## config.mk

```make
export PLATFORM = sky130hd
export DESIGN_NAME = out_port_buffer_flat
export DESIGN_NICKNAME = d
export VERILOG_FILES = /design/src/rtl/out_port_buffer_if.sv /design/src/rtl/out_port_buffer.sv /design/src/flat_wrapper.sv
export SDC_FILE = /design/constraint.sdc
export NUM_CORES = 1
export LEC_CHECK = 0
export CAP_MARGIN = 20
export CELL_PAD_IN_SITES_DETAIL_PLACEMENT = 1
export CELL_PAD_IN_SITES_GLOBAL_PLACEMENT = 1
export CORE_MARGIN = 3
export CORE_UTILIZATION = 44
export CTS_CLUSTER_DIAMETER = 60
export DETAILED_ROUTE_END_ITERATION = 10
export PLACE_DENSITY = 0.82
export SYNTH_ARGS = -nofsm -noshare
export SYNTH_HDL_FRONTEND = slang
export SYNTH_SLANG_ARGS = --single-unit
export TNS_END_PERCENT = 20
```

## constraint.sdc

```tcl
create_clock -name clk -period 6.7 [get_ports clk]
set_input_delay 1.675 -clock clk [delete_from_list [all_inputs] [get_ports clk]]
set_output_delay 1.675 -clock clk [all_outputs]
set_load 0.1 [all_outputs]
```

## src/rtl/out_port_buffer_if.sv

```systemverilog
// Bus bundle between control/device side (master) and the output-port buffer (slave).
interface out_port_buffer_if #(
  parameter int unsigned DATA_W = 4,
  parameter int unsigned ADDR_W = 2
);
  localparam int unsigned PORTS = 2 ** ADDR_W;

  logic                      wr_en;
  logic [ADDR_W-1:0]         port_sel;
  logic [DATA_W-1:0]         A_Result;
  logic                      full;
  logic                      empty;
  logic                      overflow;
  logic                      dev_req;
  logic [ADDR_W-1:0]         dev_port;
  logic [DATA_W-1:0]         dev_data;
  logic                      dev_ack;
  logic [PORTS*DATA_W-1:0]   port_q;

  modport master (
    output wr_en, port_sel, A_Result, dev_ack,
    input  full, empty, overflow, dev_req, dev_port, dev_data, port_q
  );

  modport slave (
    input  wr_en, port_sel, A_Result, dev_ack,
    output full, empty, overflow, dev_req, dev_port, dev_data, port_q
  );
endinterface

```

## src/rtl/out_port_buffer.sv

```systemverilog
// Output-port stage: FIFO of {port, data} pushes drained over a four-phase
// req/ack handshake into per-port holding registers.
module out_port_buffer #(
  parameter int unsigned DATA_W = 4,
  parameter int unsigned ADDR_W = 2,
  parameter int unsigned DEPTH  = 4
) (
  input  logic            clk,
  input  logic            reset,
  out_port_buffer_if.slave bus
);
  localparam int unsigned PORTS   = 2 ** ADDR_W;
  localparam int unsigned PTR_W   = $clog2(DEPTH);
  localparam int unsigned CNT_W   = $clog2(DEPTH) + 1;
  localparam int unsigned ENTRY_W = ADDR_W + DATA_W;

  localparam logic [1:0] ST_IDLE    = 2'd0;
  localparam logic [1:0] ST_REQ     = 2'd1;
  localparam logic [1:0] ST_RELEASE = 2'd2;

  logic [1:0]                     state_q,    state_d;
  logic [ENTRY_W-1:0]             mem_q [DEPTH];
  logic [ENTRY_W-1:0]             mem_d [DEPTH];
  logic [PTR_W-1:0]               wr_ptr_q,   wr_ptr_d;
  logic [PTR_W-1:0]               rd_ptr_q,   rd_ptr_d;
  logic [CNT_W-1:0]               count_q,    count_d;
  logic                           overflow_q, overflow_d;
  logic                           dev_req_q,  dev_req_d;
  logic [ADDR_W-1:0]              dev_port_q, dev_port_d;
  logic [DATA_W-1:0]              dev_data_q, dev_data_d;
  logic [PORTS-1:0][DATA_W-1:0]   port_q_q,   port_q_d;

  logic                           full_c;
  logic                           empty_c;
  logic                           push;
  logic                           pop;
  logic [ENTRY_W-1:0]             head_c;

  // Status decoded from the registered count, so a same-cycle pop never frees room for a push.
  assign full_c  = (count_q == CNT_W'(DEPTH));
  assign empty_c = (count_q == CNT_W'(0));
  assign head_c  = mem_q[rd_ptr_q];

  assign bus.full     = full_c;
  assign bus.empty    = empty_c;
  assign bus.overflow = overflow_q;
  assign bus.dev_req  = dev_req_q;
  assign bus.dev_port = dev_port_q;
  assign bus.dev_data = dev_data_q;
  assign bus.port_q   = port_q_q;

  always_comb begin
    state_d    = state_q;
    mem_d      = mem_q;
    wr_ptr_d   = wr_ptr_q;
    rd_ptr_d   = rd_ptr_q;
    count_d    = count_q;
    overflow_d = overflow_q;
    dev_req_d  = dev_req_q;
    dev_port_d = dev_port_q;
    dev_data_d = dev_data_q;
    port_q_d   = port_q_q;
    push       = 1'b0;
    pop        = 1'b0;

    if (bus.wr_en) begin
      if (full_c) begin
        overflow_d = 1'b1;
      end else begin
        push            = 1'b1;
        mem_d[wr_ptr_q] = {bus.port_sel, bus.A_Result};
        wr_ptr_d        = wr_ptr_q + PTR_W'(1);
      end
    end

    case (state_q)
      ST_IDLE: begin
        if (!empty_c) begin
          dev_port_d = head_c[ENTRY_W-1 -: ADDR_W];
          dev_data_d = head_c[DATA_W-1:0];
          dev_req_d  = 1'b1;
          state_d    = ST_REQ;
        end
      end
      ST_REQ: begin
        if (bus.dev_ack) begin
          dev_req_d            = 1'b0;
          pop                  = 1'b1;
          rd_ptr_d             = rd_ptr_q + PTR_W'(1);
          port_q_d[dev_port_q] = dev_data_q;
          state_d              = ST_RELEASE;
        end
      end
      ST_RELEASE: begin
        if (!bus.dev_ack) begin
          state_d = ST_IDLE;
        end
      end
      default: begin
        state_d   = ST_IDLE;
        dev_req_d = 1'b0;
      end
    endcase

    case ({push, pop})
      2'b10:   count_d = count_q + CNT_W'(1);
      2'b01:   count_d = count_q - CNT_W'(1);
      default: count_d = count_q;
    endcase
  end

  always_ff @(posedge clk) begin
    if (reset) begin
      state_q    <= ST_IDLE;
      mem_q      <= '{default: '0};
      wr_ptr_q   <= '0;
      rd_ptr_q   <= '0;
      count_q    <= '0;
      overflow_q <= 1'b0;
      dev_req_q  <= 1'b0;
      dev_port_q <= '0;
      dev_data_q <= '0;
      port_q_q   <= '0;
    end else begin
      state_q    <= state_d;
      mem_q      <= mem_d;
      wr_ptr_q   <= wr_ptr_d;
      rd_ptr_q   <= rd_ptr_d;
      count_q    <= count_d;
      overflow_q <= overflow_d;
      dev_req_q  <= dev_req_d;
      dev_port_q <= dev_port_d;
      dev_data_q <= dev_data_d;
      port_q_q   <= port_q_d;
    end
  end
endmodule

```

## src/flat_wrapper.sv

```systemverilog
// flat-port wrapper written by rule: the top's interface ports become plain ports
module out_port_buffer_flat 
#(
  parameter int unsigned DATA_W = 4,
  parameter int unsigned ADDR_W = 2,
  parameter int unsigned DEPTH  = 4
)
  (clk, reset, bus_wr_en, bus_port_sel, bus_A_Result, bus_dev_ack, bus_full, bus_empty, bus_overflow, bus_dev_req, bus_dev_port, bus_dev_data, bus_port_q);
  out_port_buffer_if #(.DATA_W(DATA_W), .ADDR_W(ADDR_W)) bus_i ();
  input  logic clk;
  input  logic reset;
  input wire logic [$bits(bus_i.wr_en)-1:0] bus_wr_en;
  input wire logic [$bits(bus_i.port_sel)-1:0] bus_port_sel;
  input wire logic [$bits(bus_i.A_Result)-1:0] bus_A_Result;
  input wire logic [$bits(bus_i.dev_ack)-1:0] bus_dev_ack;
  output wire logic [$bits(bus_i.full)-1:0] bus_full;
  output wire logic [$bits(bus_i.empty)-1:0] bus_empty;
  output wire logic [$bits(bus_i.overflow)-1:0] bus_overflow;
  output wire logic [$bits(bus_i.dev_req)-1:0] bus_dev_req;
  output wire logic [$bits(bus_i.dev_port)-1:0] bus_dev_port;
  output wire logic [$bits(bus_i.dev_data)-1:0] bus_dev_data;
  output wire logic [$bits(bus_i.port_q)-1:0] bus_port_q;
  assign bus_i.wr_en = bus_wr_en;
  assign bus_i.port_sel = bus_port_sel;
  assign bus_i.A_Result = bus_A_Result;
  assign bus_i.dev_ack = bus_dev_ack;
  assign bus_full = bus_i.full;
  assign bus_empty = bus_i.empty;
  assign bus_overflow = bus_i.overflow;
  assign bus_dev_req = bus_i.dev_req;
  assign bus_dev_port = bus_i.dev_port;
  assign bus_dev_data = bus_i.dev_data;
  assign bus_port_q = bus_i.port_q;
  out_port_buffer #(.DATA_W(DATA_W), .ADDR_W(ADDR_W), .DEPTH(DEPTH)) u_core (.clk(clk), .reset(reset), .bus(bus_i));
endmodule
```

Yosys cells after proc, flatten, opt, wreduce, memory -nomap -nowiden:

Cells that the tools add are included.

* RAM bits: 0
* bits in latches: 0
* bits in read-only memories: 0
* memories: 0
* word-level logic and storage cells: 70
* register bits after elaboration: 57
* output and inout bits: 26

* $lt $le $gt $ge: 5
* reductions and logical operators: 11
* $add $sub $neg: 4
* muxes and demuxes: 21
* multiply operators: 0
* shift operators: 0
* divide/modulo/power cells: 0
* bitwise logic cells: 5
* eq/ne operators: 8

Operators with widths (number)
* $bwmux 24: 1
* $mux 6: 3
* $bwmux 16: 1
* $bmux 6 s2: 1
* $demux 6 s2: 1
* $demux 4 s2: 1
* $reduce_and 2->1: 4
* $ge 3x3->1 const B: 2
* $mux 1: 6
* $mux 2: 3
* $ne 2x2->1 const B: 3
* $not 2->3: 2
* $pmux 2 s3: 1
* $pmux 3 s2: 1
* $reduce_and 3->1: 2
* $add 2x1->2 const B: 2
* $eq 2x1->1 const B: 2
* $eq 2x2->1 const B: 2
* $mux 4: 1
* $add 3x1->3 const B: 1
* $eq 3x3->1 const B: 1
* $logic_not 3->1: 1
* $lt 2x3->1 const B: 1
* $lt 3x1->1 const B: 1
* 7 further kinds: 10

Longest topological paths before layout:

Gate-level depths: netlist of run 1.

* depth after elaboration: 6
* mapped depth: 9
* depth with buffers taken out: 8

Least setup slack after synthesis of run 1:

No wires, ideal clock.

* path kind: register to output
* start point: register u_core.count_q[0]
* end point: output bus_empty
* cell stages (with the launch flop): 2
* data arrival time: 2545 ps
* buffers on the path: 0
* path slack: 2480 ps
* required time: 5025 ps
* cells stage by stage: dfxtp_1 nor3_1

* word-level cells in the longest chain between the ends: 1

RTL lines
* start, declared: RTL line out_port_buffer.sv:26 `logic [CNT_W-1:0] count_q, count_d;`
* start signal, assigned: RTL line out_port_buffer.sv:129 `count_q <= count_d;`
* $logic_not 3->1: RTL line out_port_buffer.sv:41 `assign empty_c = (count_q == CNT_W'(0));`
* end, declared: RTL line flat_wrapper.sv:17 `output wire logic [$bits(bus_i.empty)-1:0] bus_empty;`

Every way passes these cells.

Worst setup path after layout of run 1:

* start point: register u_core.count_q[2]
* end point: output bus_full

* word-level cells in the longest chain between the ends: 1

RTL lines
* $eq 3x3->1: RTL line out_port_buffer.sv:40 `assign full_c = (count_q == CNT_W'(DEPTH));`
* end, declared: RTL line flat_wrapper.sv:16 `output wire logic [$bits(bus_i.full)-1:0] bus_full;`

Every way passes these cells.

==> flow_metrics.py, run 1 <==
metrics = {
    "setup_path": {
        "launch_point_of_the_critical_path": "u_core.count_q[2]",
        "crit_family": "buffers and inverters",
        "timing.reg2reg.worst_path_depth": 8,
        "timing_worst_setup_path_type": "flip-flop to primary output",
        "largest_fanout_on_the_critical_path": 10,
        "worstSetupPathDepth": 3,
        "critPathBufInv": 2,
        "timing.rr.start": "u_core.count_q[2]",
        "timing.critical_path.slowest_stage_cell": "sky130_fd_sc_hd__clkdlybuf4s50_1",
        "crit_path_start_kind": "flip-flop",
        "crit_path_end_kind": "primary output",
        "timing.critical_path.required_ps": 5030,
        "cp_data_arrival_time_ps": 2560,
        "worst_setup_path_endpoint": "bus_full",
        "reg2reg_slack_ps": 4320,
        "path_cells": "or3b_1 -> inv_1 -> clkdlybuf4s50_1",
        "rr_endpoint": "u_core.count_q[2]",
        "worst_path_largest_cell_delay_ps": 1150,
    },
    "yosys": {
        "synth_area_per_cell_um2": 10.17,
        "netlist_area_um2": 2421,
        "async_flop_share_pct": 0,
        "postSynthRegisterBits": 57,
        "synth.distinct_cells": 33,
        "postSynth.topFlopCell": "sky130_fd_sc_hd__dfxtp_1",
        "synth_edf_count": 0,
        "postSynthNetCount": 254,
        "yosysSeqAreaShare_pct": 47.13,
        "post_synth_inst_count": 238,
        "ys_warn_count": 0,
    },
    "clock_tree": {
        "ctsRootBufferMaster": "sky130_fd_sc_hd__clkbuf_8",
        "clock_sink_count": 57,
        "cts_inserted_buffers": 9,
        "hold_buffers": 0,
        "postCtsSetupBuffers": 0,
        "cts_tree": "yes",
        "cts_resized": 0,
        "ctsLongestPathBuffers": 2,
        "cts.clk_slew.worst_paths_ps": 70,
        "h_tree_level_count": 3,
        "clock_insertion_delay_worst_skew_ps": 340,
    },
    "run_status": {
        "run_status": "complete, no violations",
    },
    "timing": {
        "finalHoldViolCount": 0,
        "max-slew-margin-rel_pct": 33.24,
        "fin_worst_skew_ps": 7.047,
        "rsz0062_at_grt": "false",
        "fin_tns_setup_ps": 0,
        "tightestPinTransition_ps": 998.2,
        "fin_ws_ps": 2464,
        "timing.final.setup_violations": 0,
        "slew_violations": 0,
        "min_period_over_period_pct": 63.22,
        "final_critical_delay_including_setup_and_external_delays_ps": 4236,
        "fmaxAchievable_mhz": 236.1,
    },
    "placed_design": {
        "placement.setup.worst_slack_ps": 2768,
        "place.detailed.hpwl_mm": 4.074,
        "place_congestion": 0.7353,
        "postPlaceCellArea_um2": 2789,
        "port_buffers": 35,
    },
    "drt": {
        "final_antenna_net_count": 0,
        "detail_route.iter0.violations": 43,
        "post_drt_wl_per_cell_um": 17.46,
        "num_vias": 1852,
        "number_of_vias_per_cell_after_detailed_routing": 5.353,
        "dr_drc_count": 0,
        "first_pass_iters": 4,
        "routed_wirelength_mm": 6.040,
    },
    "die": {
        "floorplan.rows": 26,
        "dieWidth_um": 80.18,
        "initial_core_util_pct": 46.51,
        "core_area_um2": 5205,
        "i_o_pins": 36,
        "die_height_um": 80.18,
        "fp.dieArea_um2": 6429,
    },
    "power_and_ir_drop": {
        "power.clock.fraction_pct": 35.4,
        "total_leakage_power_uw": 0.001257,
        "cellPowerDensity_nw_per_um2": 342.8,
        "p_total_uw": 1036,
        "p_comb_share_pct": 26.0,
        "switching_share_of_power_pct": 34.54,
        "ir_drop_mv": 0.1646,
        "internal-power_uw": 678.3,
        "power.sequential.fraction_pct": 38.6,
        "power.net_switching_uw": 358.0,
    },
    "worst_hold_path": {
        "worst_hold_path_type": "flip-flop to flip-flop",
        "min_from": "u_core.bus.port_q[10]",
    },
    "finish": {
        "diodes": 0,
        "design_area_um2": 3023,
        "proportion_of_layout_cells_with_a_drive_suffix_above_1_pct": 11.96,
        "final_net_count": 287,
        "areaGrowthSynthToFinish_pct": 24.86,
    },
    "global_routing": {
        "total_overflow_reported_by_the_global_router": 0,
        "grt_antenna_before_repair": 0,
        "grt_pass1_wl_mm": 9.708,
        "largest_net_degree_at_the_start_of_global_routing": 51,
        "grt_util_all_layers_pct": 20.35,
        "via_count_of_the_first_global_routing_pass": 1995,
    },
    "flow_run": {
        "max-cap-violations": 0,
    },
}
==> cell usage after synthesis (2+ instances only) <==
master	instances	area share, %
sky130_fd_sc_hd__a21oi_1	6	1.2
sky130_fd_sc_hd__a31o_2	4	1.4
sky130_fd_sc_hd__buf_2	2	0.41
sky130_fd_sc_hd__buf_6	2	0.93
sky130_fd_sc_hd__clkbuf_1	10	1.6
sky130_fd_sc_hd__dfxtp_1	57	47
sky130_fd_sc_hd__ha_1	5	2.6
sky130_fd_sc_hd__inv_1	9	1.4
sky130_fd_sc_hd__inv_2	2	0.31
sky130_fd_sc_hd__mux2i_1	36	15
sky130_fd_sc_hd__mux4_2	6	5.6
sky130_fd_sc_hd__nand2_1	45	7.0
sky130_fd_sc_hd__nand2b_1	4	1.0
sky130_fd_sc_hd__nand3_1	5	1.0
sky130_fd_sc_hd__nand3_2	2	0.83
sky130_fd_sc_hd__nand3b_1	4	1.2
sky130_fd_sc_hd__nor2_1	5	0.78
sky130_fd_sc_hd__nor3_1	3	0.62
sky130_fd_sc_hd__nor4_1	5	1.3
sky130_fd_sc_hd__o21ai_0	4	0.83
sky130_fd_sc_hd__o2bb2ai_1	6	2.2
sky130_fd_sc_hd__or3_1	3	0.78
sky130_fd_sc_hd__xnor2_1	2	0.72
sky130_fd_sc_hd__xor2_1	2	0.72
==> worst reg2reg max path, stage by stage, from the launching register on <==
cell                      delay (ps)
sky130_fd_sc_hd__dfxtp_1         360
sky130_fd_sc_hd__or3b_1          540
sky130_fd_sc_hd__nand2_1         140
sky130_fd_sc_hd__ha_1            200
sky130_fd_sc_hd__inv_1            60
sky130_fd_sc_hd__fa_1            380
sky130_fd_sc_hd__xor2_1          170
sky130_fd_sc_hd__or3_1           320
sky130_fd_sc_hd__a21oi_1         150
==> through the flow <==
step	instances	hold slack, ps	util (%)
2_1_floorplan	238	431.5	-
3_3_place_gp	329	439.2	53.58
3_5_place_dp	329	448.8	53.58
4_1_cts	345	459.5	57.98
5_1_grt	346	487.2	58.08
6_report	346	457.4	58.08
==> logic make-up after synthesis <==
family,synth area share [%]
buffers and inverters,4.600
XOR/XNOR,1.447
AND/OR/NAND/NOR,16.28
adder cells (fa/ha/maj),3.411
multiplexers,20.47
flip-flops,47.13
AO/OA/AOI/OAI,6.667
==> cells in the final DEF (no fill, tap or decap), types with 3 or more instances in the layout <==
cell	instances
sky130_fd_sc_hd__dfxtp_1	57
sky130_fd_sc_hd__nand2_1	45
sky130_fd_sc_hd__mux2i_1	36
sky130_fd_sc_hd__clkdlybuf4s50_1	35
sky130_fd_sc_hd__clkbuf_8	11
sky130_fd_sc_hd__inv_1	9
sky130_fd_sc_hd__mux4_2	6
sky130_fd_sc_hd__o2bb2ai_1	6
sky130_fd_sc_hd__a21oi_1	6
sky130_fd_sc_hd__nor4_1	5
sky130_fd_sc_hd__nor2_1	5
sky130_fd_sc_hd__nand3_1	5
sky130_fd_sc_hd__ha_1	5
sky130_fd_sc_hd__nand3b_1	4
sky130_fd_sc_hd__nand2b_1	4
sky130_fd_sc_hd__a31o_2	4
sky130_fd_sc_hd__o21ai_0	4
sky130_fd_sc_hd__nor3_1	3
sky130_fd_sc_hd__or3_1	3
==> state kept, by name, indices dropped and copies added (netlist names) <==
register and flops:
u_core.mem_q 24, u_core.bus.port_q 16, u_core.bus.dev_data 4, u_core.count_q 3, u_core.bus.dev_port 2, u_core.rd_ptr_q 2
u_core.state_q 2, u_core.wr_ptr_q 2, u_core.bus.dev_req 1, u_core.bus.overflow 1
==> per-layer routing <==
layer	vias up	track usage [%]	part of all wire, %
met5	-	0	0
met4	0	12.33	3.1
met3	15	4.596	3.4
met2	40	35.26	51
met1	902	22.46	42
li1	895	-	-
==> power by group through the flow <==
stage	clock network (uW)	logic, uW	registers, uW
after floorplan	0	166	443
after global placement	0	257	404
after detailed placement	0	263	406
after CTS	373	269	400
after global routing	391	287	404
final	367	269	400
==> worst min-delay path by stage <==
stage                            endpoint  slack [ps]  depth (start not counted)
CTS                       u_core.mem_q[8]         460                          2
finish              u_core.bus.port_q[10]         460                          2
global placement          u_core.mem_q[8]         440                          2
detailed placement        u_core.mem_q[8]         450                          2
floorplan                 u_core.mem_q[6]         430                          2
global route        u_core.bus.port_q[10]         490                          2
==> layout make-up <==
type	instances	area, um^2
inverter	11	41.29
clock inverter	5	77.57
multi-input combinational	156	1169
tap	70	87.58
clock buffer	11	151.4
fill	578	2182
sequential	57	1141
timing repair buffer	36	355.3
Note: power is estimated with default switching activity, not from simulation.
==> run 2, diff against run 1 <==
--- a/config.mk
+++ b/config.mk
@@ -9,10 +9,10 @@
 export CELL_PAD_IN_SITES_DETAIL_PLACEMENT = 1
 export CELL_PAD_IN_SITES_GLOBAL_PLACEMENT = 1
 export CORE_MARGIN = 3
-export CORE_UTILIZATION = 44
+export CORE_UTILIZATION = 41
 export CTS_CLUSTER_DIAMETER = 60
 export DETAILED_ROUTE_END_ITERATION = 10
-export PLACE_DENSITY = 0.82
+export PLACE_DENSITY = 0.77
 export SYNTH_ARGS = -nofsm -noshare
 export SYNTH_HDL_FRONTEND = slang
 export SYNTH_SLANG_ARGS = --single-unit
==> constraint.sdc (replaced) <==
create_clock -name clk -period 4.1 [get_ports clk]
set_input_delay 1.025 -clock clk [delete_from_list [all_inputs] [get_ports clk]]
set_output_delay 1.025 -clock clk [all_outputs]
set_load 0.1 [all_outputs]
==> flow_metrics.py, run 2 (synthesis gave the netlist of run 1 again) <==
metrics = {
    "timing": {
        "final_critical_delay_including_setup_and_external_delays_ps": 3111,
        "fin_worst_skew_ps": 6.842,
        "finalHoldViolCount": 0,
        "min_period_over_period_pct": 75.88,
        "fin_tns_setup_ps": 0,
        "slew_violations": 0,
        "fmaxAchievable_mhz": 321.5,
        "max-slew-margin-rel_pct": 34.67,
        "timing.final.setup_violations": 0,
        "tightestPinTransition_ps": 976.9,
        "rsz0062_at_grt": "false",
    },
    "power_and_ir_drop": {
        "power.clock.fraction_pct": 30.8,
        "power.net_switching_uw": 559.7,
        "cellPowerDensity_nw_per_um2": 522.5,
        "power.sequential.fraction_pct": 41.8,
        "internal-power_uw": 998.8,
        "p_comb_share_pct": 27.4,
        "switching_share_of_power_pct": 35.91,
        "ir_drop_mv": 0.2893,
        "total_leakage_power_uw": 0.001242,
    },
    "drt": {
        "final_antenna_net_count": 0,
        "post_drt_wl_per_cell_um": 15.86,
        "first_pass_iters": 4,
        "dr_drc_count": 0,
        "num_vias": 1801,
        "detail_route.iter0.violations": 33,
        "number_of_vias_per_cell_after_detailed_routing": 5.175,
        "routed_wirelength_mm": 5.521,
    },
    "placed_design": {
        "place_congestion": 0.7019,
        "place.detailed.hpwl_mm": 3.804,
        "port_buffers": 35,
    },
    "flow_run": {
        "max-cap-violations": 0,
    },
    "die": {
        "initial_core_util_pct": 43.17,
        "core_area_um2": 5608,
        "dieWidth_um": 82.85,
        "fp.dieArea_um2": 6863,
        "floorplan.rows": 27,
        "i_o_pins": 36,
        "die_height_um": 82.85,
    },
    "finish": {
        "largest-register": "u_core.mem_q",
        "largest_reg_flops": 24,
        "diodes": 0,
        "mostFrequentLayoutCell": "sky130_fd_sc_hd__dfxtp_1",
        "areaGrowthSynthToFinish_pct": 23.20,
        "layout_common_cells": "sky130_fd_sc_hd__dfxtp_1 (57), sky130_fd_sc_hd__nand2_1 (45), sky130_fd_sc_hd__mux2i_1 (36)",
        "final_core_util_pct": 53.19,
        "final_net_count": 288,
        "proportion_of_layout_cells_with_a_drive_suffix_above_1_pct": 12.32,
    },
    "clock_tree": {
        "clock_sink_count": 57,
        "cts_tree": "yes",
        "ctsLongestPathBuffers": 2,
        "clock_insertion_delay_worst_skew_ps": 330,
        "hold_buffers": 0,
        "cts_resized": 0,
        "cts.clk_slew.worst_paths_ps": 60,
        "ctsRootBufferMaster": "sky130_fd_sc_hd__clkbuf_8",
        "cts_inserted_buffers": 9,
        "h_tree_level_count": 3,
        "postCtsSetupBuffers": 0,
    },
    "run_status": {
        "run_status": "complete, no violations",
    },
    "global_routing": {
        "grt.busiest_layer": "met2",
        "via_count_of_the_first_global_routing_pass": 1895,
        "total_overflow_reported_by_the_global_router": 0,
        "met1_usage_pct": 21.44,
        "grt.met3_usage_pct": 5.655,
        "largest_net_degree_at_the_start_of_global_routing": 51,
        "grt_antenna_before_repair": 0,
        "gr-usage-met2_pct": 28.64,
        "grt_pass1_wl_mm": 9.508,
        "grt_util_all_layers_pct": 17.45,
    },
    "setup_path": {
        "crit_family": "buffers and inverters",
        "largest_fanout_on_the_critical_path": 11,
        "timing.critical_path.required_ps": 3070,
        "worst_path_largest_cell_delay_ps": 1210,
        "timing_worst_setup_path_type": "flip-flop to primary output",
        "crit_path_start_kind": "flip-flop",
        "path_cells": "clkdlybuf4s50_1",
        "crit_path_end_kind": "primary output",
        "cp_data_arrival_time_ps": 2090,
        "critPathBufInv": 1,
        "timing.critical_path.slowest_stage_cell": "sky130_fd_sc_hd__clkdlybuf4s50_1",
    },
    "worst_hold_path": {
        "worst_hold_path_type": "flip-flop to flip-flop",
    },
}
==> run 2: cell count changes in the layout (fill, tap and decap cells not counted), sizes merged <==
cell / previous run / this run
bufinv: 2 / 0
clkbuf: 12 / 13
clkinv: 2 / 1
buf: 0 / 4
clkdlybuf4s50: 35 / 33
==> run 2: final timing paths <==
check | startpoint | endpoint | slack [ps] | depth (start not counted)
setup / recovery | u_core.bus.dev_port[1] | bus_dev_port[1] | 990 | 1
hold / removal | u_core.mem_q[10] | u_core.mem_q[10] | 460 | 2
setup reg to reg | u_core.count_q[2] | u_core.count_q[2] | 1760 | 8
hold reg to reg | u_core.mem_q[10] | u_core.mem_q[10] | 460 | 2
==> run 2: stage by stage <==
step                area (um^2)  power [uW]  setup WS (ps)  instances  hold WS (ps)
floorplan                  2421       994.8          529.6        238         431.5
global placement           2801        1085          886.6        333         442.7
detailed placement         2801        1093          814.1        333         450.7
CTS                        2983        1579          976.8        348         463.1
global route               2983        1646          918.1        348         484.4
finish                     2983        1558          989.1        348         455.8
==> run 2: routing by layer <==
metal,share of wire [%],vias to the layer above
met5,0,-
met3,3.9,8
li1,-,890
met2,48,38
met4,0.83,0
met1,47,865
==> run 2: worst register-to-register path, stage by stage (launching register included) <==
cell                      delay (ps)
sky130_fd_sc_hd__dfxtp_1         370
sky130_fd_sc_hd__or3b_1          540
sky130_fd_sc_hd__nand2_1         140
sky130_fd_sc_hd__ha_1            180
sky130_fd_sc_hd__inv_1            60
sky130_fd_sc_hd__fa_1            370
sky130_fd_sc_hd__xor2_1          160
sky130_fd_sc_hd__or3_1           310
sky130_fd_sc_hd__a21oi_1         150
==> run 2: cell type report <==
cell class / instances / area, um^2
inverters: 11 / 41.29
well taps: 72 / 90.09
repair buffers: 37 / 360.3
clock inverters: 2 / 12.51
fillers: 628 / 2625
multi-input cells: 156 / 1169
clock buffers: 13 / 168.9
flip-flops and latches: 57 / 1141
==> run 2: power groups by stage <==
| stage | clock network (uW) | logic (uW) | registers (uW) |
|---|---|---|---|
| finish | 480 | 427 | 652 |
| global route | 524 | 460 | 661 |
| global placement | 0 | 423 | 662 |
| detailed placement | 0 | 429 | 664 |
| floorplan | 0 | 271 | 724 |
| CTS | 495 | 431 | 652 |
==> run 3, diff against run 2 <==
--- a/config.mk
+++ b/config.mk
@@ -9,10 +9,10 @@
 export CELL_PAD_IN_SITES_DETAIL_PLACEMENT = 1
 export CELL_PAD_IN_SITES_GLOBAL_PLACEMENT = 1
 export CORE_MARGIN = 3
-export CORE_UTILIZATION = 41
+export CORE_UTILIZATION = 37
 export CTS_CLUSTER_DIAMETER = 60
 export DETAILED_ROUTE_END_ITERATION = 10
-export PLACE_DENSITY = 0.77
+export PLACE_DENSITY = 0.73
 export SYNTH_ARGS = -nofsm -noshare
 export SYNTH_HDL_FRONTEND = slang
 export SYNTH_SLANG_ARGS = --single-unit
==> constraint.sdc (replaced) <==
create_clock -name clk -period 2.85 [get_ports clk]
set_input_delay 0.7125 -clock clk [delete_from_list [all_inputs] [get_ports clk]]
set_output_delay 0.7125 -clock clk [all_outputs]
set_load 0.1 [all_outputs]
==> flow_metrics.py, run 3 (synthesis gave the netlist of run 1 again) <==
metrics = {
    "run_status": {
        "run_status": "complete, no violations",
    },
    "placed_design": {
        "place.detailed.hpwl_mm": 3.786,
        "place_congestion": 0.7069,
        "port_buffers": 35,
    },
    "die": {
        "floorplan.rows": 28,
        "dieWidth_um": 86.89,
        "core_area_um2": 6131,
        "i_o_pins": 36,
        "initial_core_util_pct": 39.49,
        "fp.dieArea_um2": 7550,
        "die_height_um": 86.89,
    },
    "finish": {
        "multi_input_area_um2": 1174,
        "areaGrowthSynthToFinish_pct": 23.15,
        "mostFrequentLayoutCell": "sky130_fd_sc_hd__dfxtp_1",
        "largest_reg_flops": 24,
        "diodes": 0,
        "largest-register": "u_core.mem_q",
        "proportion_of_layout_cells_with_a_drive_suffix_above_1_pct": 23.40,
        "final_core_util_pct": 48.63,
        "final.fill_count": 692,
        "final_net_count": 293,
        "seqCellArea_um2": 1141,
        "layout_common_cells": "sky130_fd_sc_hd__dfxtp_1 (57), sky130_fd_sc_hd__nand2_1 (45), sky130_fd_sc_hd__mux2i_1 (36)",
    },
    "drt": {
        "first_pass_iters": 4,
        "post_drt_wl_per_cell_um": 15.25,
        "final_antenna_net_count": 0,
        "number_of_vias_per_cell_after_detailed_routing": 5.112,
        "detail_route.iter0.violations": 38,
        "num_vias": 1825,
        "dr_drc_count": 0,
        "routed_wirelength_mm": 5.446,
    },
    "setup_path": {
        "timing_worst_setup_path_type": "input pin to flip-flop",
        "timing.rr.start": "u_core.count_q[2]",
        "crit_path_start_kind": "input pin",
        "path_cells": "clkdlybuf4s50_1 -> nand3b_1 -> inv_2 -> ha_1 -> inv_1 -> fa_1 -> xor2_1 -> or3_1 -> a21oi_1",
        "reg2reg_slack_ps": 500,
        "timing.reg2reg.worst_path_depth": 8,
        "timing.critical_path.required_ps": 3120,
        "launch_point_of_the_critical_path": "bus_dev_ack",
        "worst_path_largest_cell_delay_ps": 530,
        "crit_path_end_kind": "flip-flop",
        "cp_data_arrival_time_ps": 2680,
        "largest_fanout_on_the_critical_path": 3,
        "timing.critical_path.slowest_stage_cell": "sky130_fd_sc_hd__clkdlybuf4s50_1",
    },
    "power_and_ir_drop": {
        "ir_drop_mv": 0.4727,
        "total_leakage_power_uw": 0.001318,
        "cellPowerDensity_nw_per_um2": 755.6,
    },
    "global_routing": {
        "grt_util_all_layers_pct": 15.62,
        "via_count_of_the_first_global_routing_pass": 1872,
        "grt_pass1_wl_mm": 9.204,
        "grt_antenna_before_repair": 0,
        "total_overflow_reported_by_the_global_router": 0,
        "largest_net_degree_at_the_start_of_global_routing": 50,
    },
    "clock_tree": {
        "h_tree_level_count": 3,
        "ctsRootBufferMaster": "sky130_fd_sc_hd__clkbuf_8",
        "cts_resized": 0,
        "hold_buffers": 0,
        "clock_sink_count": 57,
        "cts_inserted_buffers": 9,
        "postCtsSetupBuffers": 0,
        "clock_insertion_delay_worst_skew_ps": 330,
        "ctsLongestPathBuffers": 2,
        "cts.clk_slew.worst_paths_ps": 70,
        "cts_tree": "yes",
    },
    "timing": {
        "timing.final.setup_violations": 0,
        "rsz0062_at_grt": "false",
        "fin_worst_skew_ps": 11.00,
        "tightestPinTransition_ps": 798.6,
        "min_period_over_period_pct": 84.54,
        "finalHoldViolCount": 0,
        "slew_violations": 0,
        "max-slew-margin-rel_pct": 46.35,
        "final_critical_delay_including_setup_and_external_delays_ps": 2409,
        "fmaxAchievable_mhz": 415.0,
        "fin_tns_setup_ps": 0,
    },
    "worst_hold_path": {
        "worst_hold_path_type": "flip-flop to flip-flop",
        "min_from": "u_core.bus.port_q[15]",
        "hold_depth": 2,
    },
    "flow_run": {
        "max-cap-violations": 0,
    },
}
## run 3: cell count changes in the layout (fill, tap and decap cells not counted)
cell / previous run / this run
sky130_fd_sc_hd__buf_12: 0 / 1
sky130_fd_sc_hd__buf_4: 4 / 32
sky130_fd_sc_hd__clkbuf_1: 1 / 0
sky130_fd_sc_hd__clkbuf_8: 12 / 10
sky130_fd_sc_hd__clkdlybuf4s50_1: 33 / 9
sky130_fd_sc_hd__clkinv_2: 1 / 2
sky130_fd_sc_hd__clkinv_4: 0 / 3
sky130_fd_sc_hd__nor3_1: 3 / 2
sky130_fd_sc_hd__nor3_2: 0 / 1
## run 3: metrics by stage
stage                     instance area [um^2]  instances  setup slack [ps]  hold slack (ps)  total power [uW]
after detailed placement                  2800        341             90.91            452.9              1595
after CTS                                 2982        357             453.3            463.6              2286
final                                     2982        357             440.6            461.9              2253
after global placement                    2800        341             177.3            439.4              1584
after floorplan                           2426        238             502.2            431.5              1435
after global routing                      2982        357             353.4            480.9              2370
## run 3: layout make-up
class                           instances  area share, %
Multi-Input combinational cell        156          39.36
Sequential cell                        57          38.27
Timing Repair Buffer                   42          11.75
Clock buffer                           10          4.616
Tap cell                               75          3.147
Clock inverter                          6          1.469
Inverter                               11          1.385
## run 3: path summary, 6_finish.rpt
check / endpoint
worst max-delay path: u_core.count_q[2]
worst max register to register: u_core.count_q[2]
worst min register to register: u_core.bus.port_q[15]
worst min-delay path: u_core.bus.port_q[15]
## run 3: worst max-delay path: cells and delay by family
kind	cells	cell delay, ps
adder cells (fa/ha/maj)	2	550
AO/OA/AOI/OAI	1	130
XOR/XNOR	1	160
buffers and inverters	3	670
AND/OR/NAND/NOR	2	450
## run 3: routing by layer
metal / part of all wire [%] / vias up / track usage (%)
met5: 0 / - / 0
met4: 1.9 / 0 / 8.074
met3: 4.4 / 11 / 2.933
met2: 46 / 39 / 24.50
met1: 47 / 870 / 20.42
li1: - / 905 / -
## run 3: power by group
part	internal (uW)	total, uW	switching [uW]
clock	340	682	342
combinational	206	631	425
sequential	862	940	77.9
